<file path="src/rtl/xge_rx_pkg.sv">
// Shared types and constants for the MAC packet-receive reader.
package xge_rx_pkg;

  localparam int BYTES_PER_WORD = 8;
  localparam int LEN_W          = 16;

  typedef struct packed {
    logic [63:0] data;
    logic        sop;
    logic        eop;
    logic [2:0]  mod;
    logic        err;
  } rx_word_t;

  typedef enum logic {
    IDLE = 1'b0,
    READ = 1'b1
  } rx_state_e;

endpackage

</file>
<file path="src/rtl/xge_rx_skid_fifo.sv">
// First-word-fall-through skid buffer of rx words; reports free entries so the
// reader can throttle the MAC.
module xge_rx_skid_fifo
  import xge_rx_pkg::*;
#(
  parameter int DEPTH = 4,
  localparam int PTR_W = $clog2(DEPTH)
) (
  input  logic           clk_156m25,
  input  logic           reset_156m25_n,
  input  logic           wr_en,
  input  rx_word_t       wr_word,
  input  logic           rd_en,
  output logic           rd_valid,
  output rx_word_t       rd_word,
  output logic [PTR_W:0] free
);

  localparam logic [PTR_W:0] DEPTH_C = (PTR_W + 1)'(DEPTH);

  rx_word_t         mem [DEPTH];
  logic [PTR_W-1:0] wr_ptr;
  logic [PTR_W-1:0] rd_ptr;
  logic [PTR_W:0]   count;
  logic             do_rd;

  assign rd_valid = (count != '0);
  assign do_rd    = rd_en && rd_valid;
  assign free     = DEPTH_C - count;
  // Gate the head word so the stream reads all-zero whenever it is empty.
  assign rd_word  = rd_valid ? mem[rd_ptr] : '0;

  always_ff @(posedge clk_156m25) begin
    if (wr_en) mem[wr_ptr] <= wr_word;
  end

  always_ff @(posedge clk_156m25 or negedge reset_156m25_n) begin
    if (!reset_156m25_n) begin
      wr_ptr <= '0;
      rd_ptr <= '0;
      count  <= '0;
    end else begin
      if (wr_en) wr_ptr <= wr_ptr + 1'b1;
      if (do_rd) rd_ptr <= rd_ptr + 1'b1;
      count <= count + {{PTR_W{1'b0}}, wr_en} - {{PTR_W{1'b0}}, do_rd};
    end
  end

  a_no_overflow: assert property (@(posedge clk_156m25) disable iff (!reset_156m25_n)
    !(wr_en && (count == DEPTH_C) && !do_rd));

endmodule

</file>
<file path="src/rtl/xge_pkt_rx_reader.sv">
// MAC pkt_rx reader: pulls frames, checks framing/length, forwards words to a
// valid/ready stream and keeps frame statistics.
//   state | meaning
//   IDLE  | no read in progress; waits for a queued frame and buffer room
//   READ  | issuing pkt_rx_ren until the eop word arrives
module xge_pkt_rx_reader
  import xge_rx_pkg::*;
#(
  parameter int FIFO_DEPTH = 4,
  parameter int MIN_LEN    = 64,
  parameter int MAX_LEN    = 1518
) (
  input  logic             clk_156m25,
  input  logic             reset_156m25_n,
  input  logic             pkt_rx_avail,
  output logic             pkt_rx_ren,
  input  logic             pkt_rx_val,
  input  logic [63:0]      pkt_rx_data,
  input  logic             pkt_rx_sop,
  input  logic             pkt_rx_eop,
  input  logic [2:0]       pkt_rx_mod,
  input  logic             pkt_rx_err,
  output logic             out_valid,
  input  logic             out_ready,
  output logic [63:0]      out_data,
  output logic             out_sop,
  output logic             out_eop,
  output logic [2:0]       out_mod,
  output logic             out_err,
  output logic             frame_done,
  output logic [31:0]      frame_cnt,
  output logic [31:0]      err_cnt,
  output logic [LEN_W-1:0] last_len
);

  localparam int          CNT_W   = $clog2(FIFO_DEPTH) + 1;
  localparam logic [16:0] LEN_SAT = '1;
  localparam logic [16:0] MIN_L   = 17'(MIN_LEN);
  localparam logic [16:0] MAX_L   = 17'(MAX_LEN);

  rx_state_e        state;
  logic [CNT_W-1:0] free;
  logic             room;
  logic             in_frame;
  logic             err_lat;
  logic [16:0]      len;
  logic             acc, drop_nosop, drop_idle, wr_en, eop_wr;
  logic [3:0]       add;
  logic [16:0]      len_base, len_new;
  logic [17:0]      len_sum;
  logic             err_eff, frame_err;
  rx_word_t         wr_word, rd_word;

  assign room = (free >= CNT_W'(2));

  always_comb begin
    acc        = pkt_rx_val && (state == READ);
    drop_nosop = acc && !pkt_rx_sop && !in_frame;
    drop_idle  = pkt_rx_val && (state == IDLE);
    wr_en      = acc && !drop_nosop;
    eop_wr     = wr_en && pkt_rx_eop;
    add        = (pkt_rx_eop && pkt_rx_mod != 3'd0) ? {1'b0, pkt_rx_mod} : 4'(BYTES_PER_WORD);
    len_base   = pkt_rx_sop ? '0 : len;
    len_sum    = {1'b0, len_base} + 18'(add);
    len_new    = len_sum[17] ? LEN_SAT : len_sum[16:0];
    // A sop arriving mid-frame restarts the length and taints the new frame.
    err_eff    = pkt_rx_sop ? in_frame : err_lat;
    frame_err  = pkt_rx_err | err_eff | (len_new < MIN_L) | (len_new > MAX_L);
    wr_word    = '{data: pkt_rx_data, sop: pkt_rx_sop, eop: pkt_rx_eop,
                   mod: pkt_rx_mod, err: eop_wr & frame_err};
    pkt_rx_ren = (state == READ) && room && !(pkt_rx_val && pkt_rx_eop);
  end

  xge_rx_skid_fifo #(.DEPTH(FIFO_DEPTH)) u_skid (
    .clk_156m25     (clk_156m25),
    .reset_156m25_n (reset_156m25_n),
    .wr_en          (wr_en),
    .wr_word        (wr_word),
    .rd_en          (out_ready),
    .rd_valid       (out_valid),
    .rd_word        (rd_word),
    .free           (free)
  );

  assign out_data = rd_word.data;
  assign out_sop  = rd_word.sop;
  assign out_eop  = rd_word.eop;
  assign out_mod  = rd_word.mod;
  assign out_err  = rd_word.err;

  always_ff @(posedge clk_156m25 or negedge reset_156m25_n) begin
    if (!reset_156m25_n) begin
      state      <= IDLE;
      in_frame   <= 1'b0;
      err_lat    <= 1'b0;
      len        <= '0;
      frame_done <= 1'b0;
      frame_cnt  <= '0;
      err_cnt    <= '0;
      last_len   <= '0;
    end else begin
      frame_done <= eop_wr;
      unique case (state)
        IDLE:    if (pkt_rx_avail && room) state <= READ;
        READ:    if (pkt_rx_val && pkt_rx_eop) state <= IDLE;
        default: state <= IDLE;
      endcase
      if (wr_en) begin
        if (pkt_rx_eop) begin
          in_frame  <= 1'b0;
          err_lat   <= 1'b0;
          len       <= '0;
          frame_cnt <= frame_cnt + 32'd1;
          if (frame_err) err_cnt <= err_cnt + 32'd1;
          last_len  <= len_new[16] ? 16'hFFFF : len_new[15:0];
        end else begin
          in_frame <= 1'b1;
          err_lat  <= err_eff;
          len      <= len_new;
        end
      end else if (drop_nosop) begin
        // Headless frame: keep reading it, but it is already in error.
        if (pkt_rx_eop) begin
          err_cnt <= err_cnt + 32'd1;
        end else begin
          in_frame <= 1'b1;
          err_lat  <= 1'b1;
          len      <= '0;
        end
      end else if (drop_idle) begin
        err_cnt <= err_cnt + 32'd1;
      end
    end
  end

endmodule

</file>
<file path="config.mk">
export PLATFORM = sky130hd
export DESIGN_NAME = xge_pkt_rx_reader
export DESIGN_NICKNAME = d
export VERILOG_FILES = /design/src/rtl/xge_rx_pkg.sv /design/src/rtl/xge_rx_skid_fifo.sv /design/src/rtl/xge_pkt_rx_reader.sv
export SDC_FILE = /design/constraint.sdc
export NUM_CORES = 1
export LEC_CHECK = 0
export CORE_MARGIN = 3
export CORE_UTILIZATION = 28
export CTS_BUF_LIST = sky130_fd_sc_hd__clkbuf_8 sky130_fd_sc_hd__clkbuf_16
export DETAILED_ROUTE_END_ITERATION = 12
export MAX_ROUTING_LAYER = met4
export SLEW_MARGIN = 20
export SYNTH_ARGS = -nofsm -noshare
export SYNTH_HDL_FRONTEND = slang
export SYNTH_SLANG_ARGS = --single-unit
</file>
<file path="constraint.sdc">
create_clock -name clk_156m25 -period 4.76 [get_ports clk_156m25]
set_input_delay 0.952 -clock clk_156m25 [delete_from_list [all_inputs] [get_ports clk_156m25]]
set_output_delay 0.952 -clock clk_156m25 [all_outputs]
set_load 0.005 [all_outputs]
</file>
==> impl_metrics.json <==
{
  "final_core_util": 0.371,
  "start_kind": "input pin",
  "fin_skew_ns": 0.0188,
  "synth_cell_types": 61,
  "worstPathRequired_ns": 5.19,
  "gp_congestion": 0.870,
  "slowest_stage": "clkdlybuf4s50_1",
  "path_cells": "clkdlybuf4s50_1 -> and2_1 -> ha_1 -> inv_1 -> fa_1 -> nor2b_1 -> o21ai_1 -> nor3_1 -> xor2_1 -> a2111oi_1 -> nand4b_1 -> nor3_4 -> buf_4 -> nor3_1 -> xor2_1",
  "core_area_sq_um": 56800,
  "first_pass_iters": 4,
  "slowest_delay_ns": 0.56,
  "initial_utilization": 0.285,
  "cts_root_buffer": "clkbuf_16",
  "ctsHoldBuffers": 0,
  "p_int_mw": 7.82,
  "clock_latency_ns": 0.57,
  "final.fill_count": 5376,
  "tns_ns": 0,
  "tightest_slew_ns": 0.748,
  "rrSetupSlack_ns": 1.36,
  "vias": 9628,
  "die_h_um": 246,
  "vias_per_cell": 4.59,
  "ir_drop_uv": 224,
  "drive_gt1_frac": 0.149,
  "synth.avg_cell_area_sq_um": 15.7,
  "drcViolationCount": 0,
  "clkTransAtPathRegs_ns": 0.06,
  "ff2ff_path_depth": 14,
  "cp_top_family": "simple AND/OR/NAND/NOR gates",
  "relSlewSlack": 0.501,
  "grt_use_total": 0.135,
  "grt_pass1_wl_um": 61500,
  "synth_area_sq_um": 16200,
  "register_area_sq_um": 11100,
  "rr_endpoint": "err_cnt[31]",
  "critPathKind": "input pin to register",
  "synth_edf_count": 280,
  "pin_count": 228,
  "fin_crit_ns": 4.07,
  "crit_path_max_fanout": 7,
  "pwr-share-clk": 0.297,
  "slew_viol_final": 0,
  "fmax_ghz": 0.246,
  "wl_um": 39900,
  "cts_max_path_buffers": 3,
  "combPwrFrac": 0.297,
  "syn_nets": 1124,
  "final_nets": 1393,
  "num_rows": 87,
  "rr_startpoint": "len[0]",
  "syn_inst": 1032,
  "yosys.area.top_type": "edfxtp_1",
  "final_hold_viol_count": 0,
  "yosys.area.top_type_share": 0.519,
  "end_kind": "register",
  "rsz0062_at_grt": "false",
  "cap_violations": 0,
  "antenna_found_initial": 3,
  "grt_pass1_vias": 10200,
  "powerDensity_nw_per_um2": 514,
  "post_cts_buffers": 0,
  "ys.flop_type": "edfxtp_1",
  "synth-async-reset-ratio": 0.278,
  "antenna_left": 0,
  "seq_power_share": 0.406,
  "detail_route.wl_per_cell_um": 19.0,
  "cts_resized": 0,
  "worst_hold_path_type": "input pin to async pin",
  "setup_viol_count_final": 0,
  "hpwlAfterDp_um": 25900,
  "die_w_um": 246,
  "multi_input_area_sq_um": 4830,
  "synthToLayoutAreaGrowth_pct": 30.0,
  "cts_buffers": 44,
  "period_share": 0.855,
  "cp_num_buf_inv": 3,
  "drtIter0Drc": 462,
  "h-tree-depth": 2,
  "ys_seq_area_frac": 0.686,
  "run_status": "finished, final reports clean",
  "grt_start_max_net_pins": 61,
  "cts_tree": "done",
  "cts_sinks": 388,
  "dieArea_sq_um": 60700,
  "port-buffer-count": 227,
  "sw_frac_of_total": 0.278,
  "arrival_ns": 4.49,
  "grt_overflow": 0,
  "p_sw_mw": 3.01,
  "ys_warn_count": 0,
  "ys_ff_latch": 388,
  "synth_area_leaders": "edfxtp_1 52%, dfrtp_1 17%, mux4_2 9.7%",
  "p_leak_nw": 7.73
}
-- metal layers --
metal	track usage	up-vias	part of all wire
met5	-	-	0
met4	0.0335	0	0.018
met3	0.0299	45	0.051
met2	0.216	231	0.48
met1	0.175	4931	0.45
li1	-	4421	-
-- power by group through the flow --
| stage | logic, mW | clock network (mW) | registers (mW) |
|---|---|---|---|
| floorplan | 1.72 | 0 | 4.25 |
| global placement | 3.28 | 0 | 4.47 |
| detailed placement | 3.29 | 0 | 4.49 |
| CTS | 3.31 | 3.34 | 4.42 |
| global route | 3.51 | 3.46 | 4.47 |
| finish | 3.21 | 3.21 | 4.39 |
-- cell type report --
| cell class | count | area share |
|---|---|---|
| well taps | 756 | 0.0449 |
| inverters | 22 | 0.00392 |
| repair buffers | 267 | 0.127 |
| flip-flops and latches | 388 | 0.528 |
| multi-input cells | 578 | 0.230 |
| diodes | 3 | 0.000357 |
| clock inverters | 35 | 0.0116 |
| clock buffers | 47 | 0.0548 |
-- sequential cells by signal (all words and copies together) (netlist names) --
register       flops
u_skid.mem       280
frame_cnt         32
u_skid.rd_ptr      2
in_frame           1
err_lat            1
err_cnt           32
len               17
state              1
frame_done         1
u_skid.wr_ptr      2
last_len          16
u_skid.count       3
-- cell families (layout without fill, tap and decap cells) --
group                      Yosys count  in the layout  share of synthesized area
buffers and inverters               66            371                     0.0162
other                                0              3                          0
AOI/OAI and AO/OA                   79             79                     0.0302
muxes                               73             73                     0.0996
DFF                                388            388                      0.686
adders and majority gates           17             17                     0.0141
and+or+nand+nor                    331            331                      0.111
xor gates and xnor gates            78             78                     0.0422
-- per-stage QoR --
step | power [mW] | setup WS, ns | area [sq um] | cells | hold WS, ns
after floorplan | 5.97 | 0.637 | 16200 | 1032 | 0.431
after global placement | 7.75 | 0.117 | 19600 | 2011 | 0.455
after detailed placement | 7.78 | 0.123 | 19600 | 2011 | 0.456
after CTS | 11.1 | 0.591 | 21000 | 2093 | 0.276
after global routing | 11.4 | 0.495 | 21100 | 2096 | 0.299
final | 10.8 | 0.692 | 21100 | 2096 | 0.306
-- worst max-delay path by stage --
stage                    to        startpoint  depth (start not counted)
6_report        err_cnt[31]        pkt_rx_eop                         15
5_1_grt        out_data[36]  u_skid.rd_ptr[0]                          4
4_1_cts        out_data[22]  u_skid.rd_ptr[0]                          4
3_5_place_dp    err_cnt[27]        pkt_rx_eop                         15
3_3_place_gp    err_cnt[31]        pkt_rx_eop                         15
2_1_floorplan    err_cnt[1]        pkt_rx_sop                         16
-- cell usage after synthesis (3+ instances only) --
master,number
o22a_1,3
or3_1,5
and4_1,9
mux4_2,70
dfrtp_1,108
nor4_1,6
nor3b_1,6
buf_1,8
a22o_1,5
edfxtp_1,280
ha_1,15
a211oi_1,4
inv_1,21
o21a_1,3
a21oi_1,15
nand4_1,17
nor3_1,24
nand2_1,96
xor2_1,45
nand2b_1,4
and2_1,80
clkbuf_1,29
nor2b_1,6
buf_2,5
nor2_1,31
xnor2_1,33
and3_1,11
nand3_1,19
o21ai_0,34
-- cell usage in the layout (no fill, tap or decap), types with 8 or more instances in the layout --
cell               n
edfxtp_1         280
clkdlybuf4s50_1  226
dfrtp_1          106
nand2_1           96
and2_1            76
mux4_2            70
xor2_1            45
clkbuf_16         45
o21ai_0           34
xnor2_1           33
buf_4             33
nor2_1            31
inv_1             30
nor3_1            24
nand3_1           19
nand4_1           17
a21oi_1           15
ha_1              15
and3_1            11
and4_1             9
clkinv_1           9
clkinv_2           8
buf_12             8
(Power assumes the default switching activity.)
